**src/rtl/timer_pkg.sv**
```systemverilog
`default_nettype none
// +--------------------------------------------------------------------------+
// | Package     : timer_pkg                                                   |
// | Description : Shared definitions for the interval timer peripheral:       |
// |               register byte offsets, CTRL bit positions, the packed CTRL  |
// |               register type and a helper that unpacks a bus write word.   |
// | Revision    : 1.0  initial release                                        |
// +--------------------------------------------------------------------------+
package timer_pkg;

  // Register byte offsets from the peripheral base address
  localparam logic [31:0] TIMER_CTRL     = 32'h00;
  localparam logic [31:0] TIMER_PRESCALE = 32'h04;
  localparam logic [31:0] TIMER_RELOAD   = 32'h08;
  localparam logic [31:0] TIMER_COUNT    = 32'h0C;
  localparam logic [31:0] TIMER_STATUS   = 32'h10;

  // CTRL register bit positions
  localparam int CTRL_ENABLE_BIT      = 0;
  localparam int CTRL_AUTO_RELOAD_BIT = 1;
  localparam int CTRL_IRQ_ENABLE_BIT  = 2;

  // Field order puts enable at bit 0, matching the register layout
  typedef struct packed {
    logic irq_enable;
    logic auto_reload;
    logic enable;
  } timer_ctrl_t;

  function automatic timer_ctrl_t ctrl_from_word(input logic [31:0] word);
    timer_ctrl_t c;
    c.enable      = word[CTRL_ENABLE_BIT];
    c.auto_reload = word[CTRL_AUTO_RELOAD_BIT];
    c.irq_enable  = word[CTRL_IRQ_ENABLE_BIT];
    return c;
  endfunction

endpackage : timer_pkg
`default_nettype wire

```
**src/rtl/interval_timer_if.sv**
```systemverilog
`default_nettype none
// +--------------------------------------------------------------------------+
// | Interface   : interval_timer_if                                           |
// | Description : Nyuzi IO bus as seen by a memory-mapped peripheral.         |
// |   io_write_en   : write strobe, one cycle per write                       |
// |   io_read_en    : read strobe                                             |
// |   io_address    : byte address                                            |
// |   io_write_data : write data                                              |
// |   io_read_data  : registered read data from the peripheral                |
// |   master drives the request side, slave returns io_read_data.             |
// | Revision    : 1.0  initial release                                        |
// +--------------------------------------------------------------------------+
interface interval_timer_if;
  logic        io_write_en;
  logic        io_read_en;
  logic [31:0] io_address;
  logic [31:0] io_write_data;
  logic [31:0] io_read_data;

  modport master (
    output io_write_en,
    output io_read_en,
    output io_address,
    output io_write_data,
    input  io_read_data
  );

  modport slave (
    input  io_write_en,
    input  io_read_en,
    input  io_address,
    input  io_write_data,
    output io_read_data
  );
endinterface : interval_timer_if
`default_nettype wire

```
**src/rtl/timer_prescaler.sv**
```systemverilog
`default_nettype none
// +--------------------------------------------------------------------------+
// | Module      : timer_prescaler                                             |
// | Description : Enable-gated up counter compared against a divisor; emits  |
// |               a one-cycle tick every (divisor+1) enabled cycles.          |
// |   clk, reset : clock, asynchronous active-high reset                     |
// |   enable     : counting enable; when low the count is held at 0          |
// |   restart    : synchronous restart of the count from 0                   |
// |   divisor    : compare value (divide ratio minus one)                    |
// |   tick       : high in the cycle the count equals divisor                |
// | Revision    : 1.0  initial release                                        |
// +--------------------------------------------------------------------------+
module timer_prescaler #(
  parameter int PRESCALE_WIDTH = 16
) (
  input  wire logic                      clk,
  input  wire logic                      reset,
  input  wire logic                      enable,
  input  wire logic                      restart,
  input  wire logic [PRESCALE_WIDTH-1:0] divisor,
  output logic                           tick
);

  logic [PRESCALE_WIDTH-1:0] prescale_count;

  // Equality compare only: if the divisor is lowered below the running
  // count, the count free-runs through its natural wrap back to 0.
  assign tick = enable & (prescale_count == divisor);

  always_ff @(posedge clk or posedge reset) begin
    if (reset) begin
      prescale_count <= '0;
    end else if (!enable || restart || tick) begin
      prescale_count <= '0;
    end else begin
      prescale_count <= prescale_count + PRESCALE_WIDTH'(1);
    end
  end

endmodule : timer_prescaler
`default_nettype wire

```
**src/rtl/interval_timer.sv**
```systemverilog
`default_nettype none
// +--------------------------------------------------------------------------+
// | Module      : interval_timer                                              |
// | Description : Programmable down-counting timer on the Nyuzi IO bus with  |
// |               one-shot / auto-reload modes, a prescaler and a level       |
// |               interrupt.                                                  |
// |   clk, reset      : clock, asynchronous active-high reset                |
// |   bus (slave)     : IO bus; registers at BASE_ADDRESS + 0,4,8,C,10       |
// |   timer_interrupt : registered level interrupt (pending & irq_enable)    |
// | Revision    : 1.0  initial release                                        |
// +--------------------------------------------------------------------------+
module interval_timer
  import timer_pkg::*;
#(
  parameter logic [31:0] BASE_ADDRESS   = 32'h60,
  parameter int          PRESCALE_WIDTH = 16,
  parameter int          COUNTER_WIDTH  = 32
) (
  input  wire logic        clk,
  input  wire logic        reset,
  interval_timer_if.slave  bus,
  output logic             timer_interrupt
);

  timer_ctrl_t               ctrl;
  logic [PRESCALE_WIDTH-1:0] prescale;
  logic [COUNTER_WIDTH-1:0]  reload;
  logic [COUNTER_WIDTH-1:0]  count;
  logic                      pending;
  logic                      tick;

  // Exact full-width decode: unaligned or partial matches are unmapped
  logic sel_ctrl, sel_prescale, sel_reload, sel_count, sel_status;
  assign sel_ctrl     = (bus.io_address == BASE_ADDRESS + TIMER_CTRL);
  assign sel_prescale = (bus.io_address == BASE_ADDRESS + TIMER_PRESCALE);
  assign sel_reload   = (bus.io_address == BASE_ADDRESS + TIMER_RELOAD);
  assign sel_count    = (bus.io_address == BASE_ADDRESS + TIMER_COUNT);
  assign sel_status   = (bus.io_address == BASE_ADDRESS + TIMER_STATUS);

  logic wr_ctrl, wr_prescale, wr_reload, clear_pending;
  assign wr_ctrl       = bus.io_write_en & sel_ctrl;
  assign wr_prescale   = bus.io_write_en & sel_prescale;
  assign wr_reload     = bus.io_write_en & sel_reload;
  assign clear_pending = bus.io_write_en & sel_status & bus.io_write_data[0];

  // Reads are driven purely by address; the strobe and the upper write bits
  // (when the registers are narrower than the bus) are not needed.
  logic unused_bus_bits;
  assign unused_bus_bits = ^{bus.io_read_en, bus.io_write_data};

  // A RELOAD write in the same cycle as a tick takes priority, so the tick
  // neither decrements nor expires.
  logic expire;
  assign expire = tick & ~wr_reload & (count == '0);

  timer_prescaler #(
    .PRESCALE_WIDTH (PRESCALE_WIDTH)
  ) u_prescaler (
    .clk     (clk),
    .reset   (reset),
    .enable  (ctrl.enable),
    .restart (wr_reload),
    .divisor (prescale),
    .tick    (tick)
  );

  // CTRL: a software write overrides the one-shot hardware clear of enable
  always_ff @(posedge clk or posedge reset) begin
    if (reset) begin
      ctrl <= '0;
    end else if (wr_ctrl) begin
      ctrl <= ctrl_from_word(bus.io_write_data);
    end else if (expire && !ctrl.auto_reload) begin
      ctrl.enable <= 1'b0;
    end
  end

  always_ff @(posedge clk or posedge reset) begin
    if (reset) begin
      prescale <= '0;
      reload   <= '0;
    end else begin
      if (wr_prescale) prescale <= bus.io_write_data[PRESCALE_WIDTH-1:0];
      if (wr_reload)   reload   <= bus.io_write_data[COUNTER_WIDTH-1:0];
    end
  end

  // Down counter: expiry happens on the tick that finds count already at 0,
  // giving a period of (RELOAD+1) ticks.
  always_ff @(posedge clk or posedge reset) begin
    if (reset) begin
      count <= '0;
    end else if (wr_reload) begin
      count <= bus.io_write_data[COUNTER_WIDTH-1:0];
    end else if (tick) begin
      if (count != '0) begin
        count <= count - COUNTER_WIDTH'(1);
      end else if (ctrl.auto_reload) begin
        count <= reload;
      end
    end
  end

  // Setting wins over a simultaneous software clear
  always_ff @(posedge clk or posedge reset) begin
    if (reset) begin
      pending <= 1'b0;
    end else if (expire) begin
      pending <= 1'b1;
    end else if (clear_pending) begin
      pending <= 1'b0;
    end
  end

  // Interrupt follows the registered pending/irq_enable, so it rises the
  // cycle after pending sets and falls the cycle after it clears.
  always_ff @(posedge clk or posedge reset) begin
    if (reset) begin
      timer_interrupt <= 1'b0;
    end else begin
      timer_interrupt <= pending & ctrl.irq_enable;
    end
  end

  logic [31:0] read_mux;
  always_comb begin
    read_mux = 32'h0;
    if (sel_ctrl)          read_mux = {29'h0, ctrl};
    else if (sel_prescale) read_mux = 32'(prescale);
    else if (sel_reload)   read_mux = 32'(reload);
    else if (sel_count)    read_mux = 32'(count);
    else if (sel_status)   read_mux = {31'h0, pending};
  end

  always_ff @(posedge clk or posedge reset) begin
    if (reset) begin
      bus.io_read_data <= 32'h0;
    end else begin
      bus.io_read_data <= read_mux;
    end
  end

endmodule : interval_timer
`default_nettype wire

```
**src/flat_wrapper.sv**
```systemverilog
// flat-port wrapper written by rule: the top's interface ports become plain ports
module interval_timer_flat import timer_pkg::*;
#(
  parameter logic [31:0] BASE_ADDRESS   = 32'h60,
  parameter int          PRESCALE_WIDTH = 16,
  parameter int          COUNTER_WIDTH  = 32
)
  (clk, reset, timer_interrupt, bus_io_write_en, bus_io_read_en, bus_io_address, bus_io_write_data, bus_io_read_data);
  interval_timer_if bus_i ();
  input  wire logic clk;
  input  wire logic reset;
  output logic timer_interrupt;
  input wire logic [$bits(bus_i.io_write_en)-1:0] bus_io_write_en;
  input wire logic [$bits(bus_i.io_read_en)-1:0] bus_io_read_en;
  input wire logic [$bits(bus_i.io_address)-1:0] bus_io_address;
  input wire logic [$bits(bus_i.io_write_data)-1:0] bus_io_write_data;
  output wire logic [$bits(bus_i.io_read_data)-1:0] bus_io_read_data;
  assign bus_i.io_write_en = bus_io_write_en;
  assign bus_i.io_read_en = bus_io_read_en;
  assign bus_i.io_address = bus_io_address;
  assign bus_i.io_write_data = bus_io_write_data;
  assign bus_io_read_data = bus_i.io_read_data;
  interval_timer #(.BASE_ADDRESS(BASE_ADDRESS), .PRESCALE_WIDTH(PRESCALE_WIDTH), .COUNTER_WIDTH(COUNTER_WIDTH)) u_core (.clk(clk), .reset(reset), .bus(bus_i), .timer_interrupt(timer_interrupt));
endmodule
```
**config.mk**
```make
export PLATFORM = sky130hd
export DESIGN_NAME = interval_timer_flat
export DESIGN_NICKNAME = d
export VERILOG_FILES = /design/src/rtl/timer_pkg.sv /design/src/rtl/interval_timer_if.sv /design/src/rtl/timer_prescaler.sv /design/src/rtl/interval_timer.sv /design/src/flat_wrapper.sv
export SDC_FILE = /design/constraint.sdc
export NUM_CORES = 1
export LEC_CHECK = 0
export ABC_AREA = 1
export CORE_ASPECT_RATIO = 2
export CORE_MARGIN = 5
export CORE_UTILIZATION = 56
export DETAILED_ROUTE_END_ITERATION = 8
export GPL_TIMING_DRIVEN = 0
export PLACE_DENSITY = 0.81
export SETUP_SLACK_MARGIN = 0.15
export SLEW_MARGIN = 10
export SYNTH_ARGS = -nofsm -noshare
export SYNTH_HDL_FRONTEND = slang
export SYNTH_SLANG_ARGS = --single-unit
```
**constraint.sdc**
```tcl
create_clock -name clk -period 5.2 [get_ports clk]
set_input_delay 0.78 -clock clk [delete_from_list [all_inputs] [get_ports clk]]
set_output_delay 0.78 -clock clk [all_outputs]
set_load 0.05 [all_outputs]
```
Word-level counts from Yosys, hierarchy flattened
Index checks and enable logic that the tools add are counted.
{ "word_totals": {"wordCells": 54, "ff_bits": 133, "output_inout_bits": 33, "input_bits": 68, "rom_bits": 0, "ramBits": 0, "memories": 0, "latch_bits": 0} }
{ "classes": {"n_mul": 0, "muxes": 14, "order_cmp": 0, "bitwise_logic": 10, "add_sub_neg": 2, "shift": 0, "reduce_logical": 12, "n_eq_ne": 6, "div": 0} }
{ "op_table": {"columns": ["op", "n"], "rows": [
  ["$mux 32", 8],
  ["$eq 32x7->1 const B", 5],
  ["$logic_not 32->1", 1],
  ["$reduce_bool 32->1", 1],
  ["$sub 32x1->32 const B", 1],
  ["$add 16x1->16 const B", 1],
  ["$eq 16x16->1", 1],
  ["$mux 16", 1],
  ["$and 1x1->1", 9],
  ["$reduce_bool 2->1", 3],
  ["$mux 1", 5],
  ["$reduce_bool 3->1", 1],
  ["$logic_not 1->1", 2],
  ["$logic_or 1x1->1", 2],
  ["$reduce_and 2->1", 1],
  ["$logic_and 1x1->1", 1],
  ["$not 1->1", 1]
]} }

Depth between registers and ports, before layout
{ "depth": {"word_depth": 8, "ltp_mapped": 14, "depth_no_buf": 13} }

Hierarchy
A second synthesis with hierarchy kept.
{ "hier_totals": {"hier_cells": 1141, "hier_area_um2": 7870.0} }
{ "by_module_without_submodules": {"columns": ["mod", "n_inst", "cells_each", "area_each_um2", "seq_area_each_um2"], "rows": [
  ["interval_timer", 1, 951, 6602.6, 2927.8],
  ["timer_prescaler", 1, 190, 1267.5, 400.4]
]} }

Worst setup path after synthesis
Ideal clock, no wire load.
{ "synth_timing": {"kind": "input to register", "start": "input port bus_io_address[2]", "end": "register u_core.count[12]", "required_time_ns": 5.084, "t_arrival_ns": 1.972, "cell_stages": 13, "path_slack_ns": 3.111, "setup_ns": 0.116, "n_path_buf": 3, "cell_sequence": "buf_6 clkinv_2 nand2_2 nor2_4 nand2_1 nor2_2 nand3_2 buf_6 buf_6 nand3_1 nand3_1 nand2_1 nand2_1"} }
{ "synth_between": {"elab_chain_len": 4, "word_cells_on_any_way": 6, "classes_between": "eq/ne (1); mux (1); bitwise (1); reduce/logical (3)"} }
{ "synth_rtl": {"columns": ["element", "line", "text"], "rows": [
  ["start: declaration", "flat_wrapper.sv:15", "input wire logic [$bits(bus_i.io_address)-1:0] bus_io_address;"],
  ["$eq 32x7->1 (*)", "interval_timer.sv:36", "assign sel_reload = (bus.io_address == BASE_ADDRESS + TIMER_RELOAD);"],
  ["$and 1x1->1 (*)", "interval_timer.sv:43", "assign wr_reload = bus.io_write_en & sel_reload;"],
  ["$reduce_bool 3->1 (no source line) or $reduce_bool 2->1 (tied branches)", null, null],
  ["$reduce_and 2->1 (no source line)", null, null],
  ["end signal: assignment", "interval_timer.sv:94", "count <= bus.io_write_data[COUNTER_WIDTH-1:0];"],
  ["end signal: assignment", "interval_timer.sv:97", "count <= count - COUNTER_WIDTH'(1);"],
  ["end signal: assignment", "interval_timer.sv:99", "count <= reload;"],
  ["end: declaration", "interval_timer.sv:28", "logic [COUNTER_WIDTH-1:0] count;"]
]} }
Mark *: on every way between the ends. The rest lies on a longest branch, timed or not.
A chain may end at the register's enable or synchronous reset.

Final worst setup path
{ "layout_timing": {"start": "input port bus_io_address[0]", "end": "register u_core.bus.io_read_data[27]"} }
{ "layout_between": {"elab_chain_len": 5, "word_cells_on_any_way": 8, "classes_between": "eq/ne (4); mux (4)"} }
{ "layout_rtl": {"columns": ["element", "line", "text"], "rows": [
  ["$eq 32x7->1", "interval_timer.sv:37", "assign sel_count = (bus.io_address == BASE_ADDRESS + TIMER_COUNT);"],
  ["$mux 32", "interval_timer.sv:131", "else if (sel_count) read_mux = 32'(count);"],
  ["$mux 32", "interval_timer.sv:130", "else if (sel_reload) read_mux = 32'(reload);"],
  ["$mux 32", "interval_timer.sv:129", "else if (sel_prescale) read_mux = 32'(prescale);"],
  ["$mux 32 (*)", "interval_timer.sv:128", "if (sel_ctrl) read_mux = {29'h0, ctrl};"],
  ["net u_core.read_mux[27]", "interval_timer.sv:125", "logic [31:0] read_mux;"],
  ["end signal: assignment", "interval_timer.sv:139", "bus.io_read_data <= read_mux;"],
  ["end: declaration", "interval_timer_if.sv:33", "output io_read_data"]
]} }
The timed path passes the listed nets; every way through them passes the cells marked *.

==> key figures <==
Routing
  – WL/cell: between 15 and 20 um
  – DRC errors left: 0
  – 1st-iter DRT viols: 519
  – Final WL: 25100 um
  – Post-route ant nets: 0
  – DRT Pass-1 Iters: 5
  – Routed vias: about 8000
  – Via density: 5.44

Logic synthesis
  – Area leader, netlist: dfrtp_1
  – Netlist cell types: 38
  – Largest cells by area after synthesis: dfrtp_1 42%, nand2_1 18%, nor2_1 7.2%, nand3_1 6.7%, inv_1 6.4%
  – FFs w/ async S/R, synth: 1.00
  – Avg Inst Size Synth: 6.94 um^2
  – Yosys warning count: 0
  – Count leader, synth: nand2_1
  – Post-synth EDFFs: 0
  – Main flop type after synthesis: dfrtp_1
  – Net Count, Synth: about 1200
  – Post-synth top area share: 0.416
  – Post-synth top cells: 382 x nand2_1, 153 x nor2_1, 136 x inv_1
  – Mapped Area: about 8000 um^2
  – Sequential area share after synthesis: 0.416
  – Post-Syn Instances: 1152
  – Flops & latches, synth: 133

STA
  – PnR worst setup slack: 2.41 ns
  – Minimum clock period: ~2.8 ns
  – Highest clock rate: around 360 MHz
  – Hold Slack: around 0.48 ns
  – Worst Tran Pin Value: just under 0.7 ns
  – RSZ-0062 raised after global routing: no
  – Clock Skew: about 0.0099 ns
  – Slew Viols, Final: 0
  – Fin crit share: 0.536
  – Setup Viol. Count Final: 0
  – Final count of hold timing violations: 0
  – Relative slew slack: 0.543

Floorplan
  – Die Ht: 179 um
  – Starting Density: 0.572
  – Die span in x: ~94 um
  – DIE AREA: 16900 um^2
  – Core area: between 10000 and 15000 um^2
  – Io pins: roughly 100
  – Row count: 61

Global routing
  – Initial antenna violation count: 0
  – Gr usage total: 0.314
  – First-pass GRT wire length: 40200 um
  – Largest net degree at the start of global routing: between 70 and 80
  – Vias in the first global route: 8199
  – GR Overflow Total: 0

Clocking
  – Postcts setup bufs: 0
  – Clock-pin transition on the worst setup and hold timing paths: 0.07 ns
  – Cts hold-fix bufs: 0
  – PostCTS Resize Cnt: 0
  – Sink Count: about 130
  – Total CTS buffers: 17
  – Later-pin clock latency in the skew report: roughly 0.43 ns
  – Max Buffers Root-to-Sink: 2
  – CTS root buffer: clkbuf_16
  – H-tree depth: 4
  – CTS tree: done

Critical path
  – Register-to-Register Path Depth: 10
  – Crit Path Max Fanout: 10
  – Crit path kind: input port to register
  – CP cell instances: clkdlybuf4s50_1 -> inv_1 -> nand2_1 -> nor2_4 -> nand3_2 -> clkinv_1 -> nand2_1 -> buf_2 -> o32ai_1
  – Most frequent CP cell: nand2_1
  – RR Startpoint: u_core.count[8]$_DFFE_PP0P_
  – Worst path slowest cell: nand2_1
  – CP Data Arrival Time: ~3.1 ns
  – Critical Path End Type: register
  – Worst r2r dst: u_core.count[31]$_DFFE_PP0P_
  – Reg-to-reg slack, setup: ~2.8 ns
  – Slowest Stage Delay on Critical Path: around 0.55 ns
  – Startpoint Class: input port
  – Critical Path RT: between 5 and 6 ns

Finish
  – Share of post-route cells with drive strength above 1: 0.0811
  – Util after Layout: 0.703
  – N_diodes: 0
  – Layout net count: around 1300
  – Cell Count, Final, Fillers Out: about 1500
  – Filler Cell Count: between 1000 and 1500
  – P&R area growth vs syn: 22.9%

Pwr
  – PwrDens: 237 nW/um^2
  – Leak: about 5.0 nW
  – Peak supply drop: roughly 220 uV
  – Pwr Total: about 0.0023 W

Placement
  – Cells after DPL: 1440
  – DP Worst Slack: roughly 2.1 ns
  – Detail Placement HPWL: roughly 19000 um
  – PortBufs: a little under 100
  – RD Place Congestion: between 0.9 and 1

Worst hold path
  – WHS Path Cells: 2
  – WHS Endpoint: u_core.count[0]$_DFFE_PP0P_
  – Worst min path class: register to register
  – Hold Startpoint: u_core.count[0]$_DFFE_PP0P_

Run
  – Max-capacitance violation count: 0

Outcome
  – Status: complete, no violations
flip-flops by register name, indices dropped and copies added (netlist names):
signal and cells:
u_core.bus.io_read_data 32, u_core.count 32, u_core.reload 32, u_core.prescale 16, u_core.u_prescaler.prescale_count 16, u_core.ctrl 3
u_core.pending 1, u_core.timer_interrupt 1
cell families (layout without fill, tap and decap cells):
family	count (synthesis)	after routing	synth area share
AND/OR/NAND/NOR	718	718	0.391
flip-flops	133	133	0.416
buffers and inverters	177	308	0.0972
adder cells (fa/ha/maj)	3	3	0.00470
AO/OA/AOI/OAI	109	109	0.0780
XOR/XNOR	12	12	0.0131
critical path, delay by kind of cell:
family	cells	cell delay, ns
buffers and inverters	4	1.26
AO/OA/AOI/OAI	1	0.13
AND/OR/NAND/NOR	4	0.89
placed cells by master, fill, tap and decap left out, types with 3 or more instances in the layout:
| master | synthesis | final |
|---|---|---|
| a21oi_1 | 15 | 15 |
| a31oi_1 | 12 | 12 |
| buf_2 | 16 | 16 |
| buf_4 | 5 | 5 |
| buf_6 | 9 | 9 |
| clkbuf_1 | 4 | 4 |
| clkbuf_16 | 0 | 17 |
| clkdlybuf4s50_1 | 0 | 98 |
| clkinv_4 | 0 | 3 |
| dfrtp_1 | 133 | 133 |
| ha_1 | 3 | 3 |
| inv_1 | 136 | 135 |
| inv_6 | 0 | 6 |
| nand2_1 | 382 | 382 |
| nand2_2 | 8 | 8 |
| nand2_4 | 3 | 3 |
| nand3_1 | 107 | 107 |
| nand3_2 | 5 | 5 |
| nand4_1 | 14 | 14 |
| nor2_1 | 153 | 153 |
| nor2_2 | 11 | 11 |
| nor2_8 | 3 | 3 |
| nor3_1 | 15 | 15 |
| nor3b_1 | 6 | 6 |
| nor4_1 | 3 | 3 |
| o21ai_0 | 41 | 41 |
| o21ai_1 | 24 | 24 |
| o32ai_1 | 15 | 15 |
| xor2_1 | 11 | 11 |
routing by layer:
| metal | vias to the layer above | track usage | share of wire |
|---|---|---|---|
| met2 | 293 | 0.588 | 0.55 |
| met4 | 0 | 0.199 | 0.063 |
| met1 | 3707 | 0.312 | 0.34 |
| li1 | 3899 | - | - |
| met3 | 103 | 0.0475 | 0.046 |
| met5 | - | 0 | 0 |
how the worst max path moves through the flow:
stage,startpoint,to,slack [ns],cells after the start
after CTS,bus_io_address[0],u_core.bus.io_read_data[27]$_DFF_PP0_,2.50,9
after floorplan,reset,u_core.bus.io_read_data[0]$_DFF_PP0_,0.87,1
after detailed placement,bus_io_address[0],u_core.bus.io_read_data[27]$_DFF_PP0_,2.06,9
after global routing,bus_io_address[0],u_core.bus.io_read_data[22]$_DFF_PP0_,2.37,9
after global placement,reset,u_core.bus.io_read_data[27]$_DFF_PP0_,-0.96,2
final,bus_io_address[0],u_core.bus.io_read_data[27]$_DFF_PP0_,2.41,9
report_power, final:
group	internal (W)	leakage, nW	switching [W]
clock network	0.000685	0.282	0.000514
registers	0.00103	1.74	0.0000000000276
logic	0.0000500	2.94	0.0000429
through the flow:
step                      TNS [ns]  area [um^2]
final                            0         9820
after global routing             0         9820
after CTS                        0         9820
after detailed placement         0         9240
after global placement     -125.66         9210
after floorplan                  0         7990
cell type report:
class	instances	area [um^2]	share of cell area
Buffer	35	238	0.0242
Clock buffer	18	439	0.0447
Clock inverter	14	143	0.0145
Inverter	142	544	0.0554
Multi-Input combinational cell	842	3890	0.396
Sequential cell	133	3330	0.339
Tap cell	189	236	0.0241
Timing Repair Buffer	99	1010	0.103
Power figures use the tool's default switching activity.
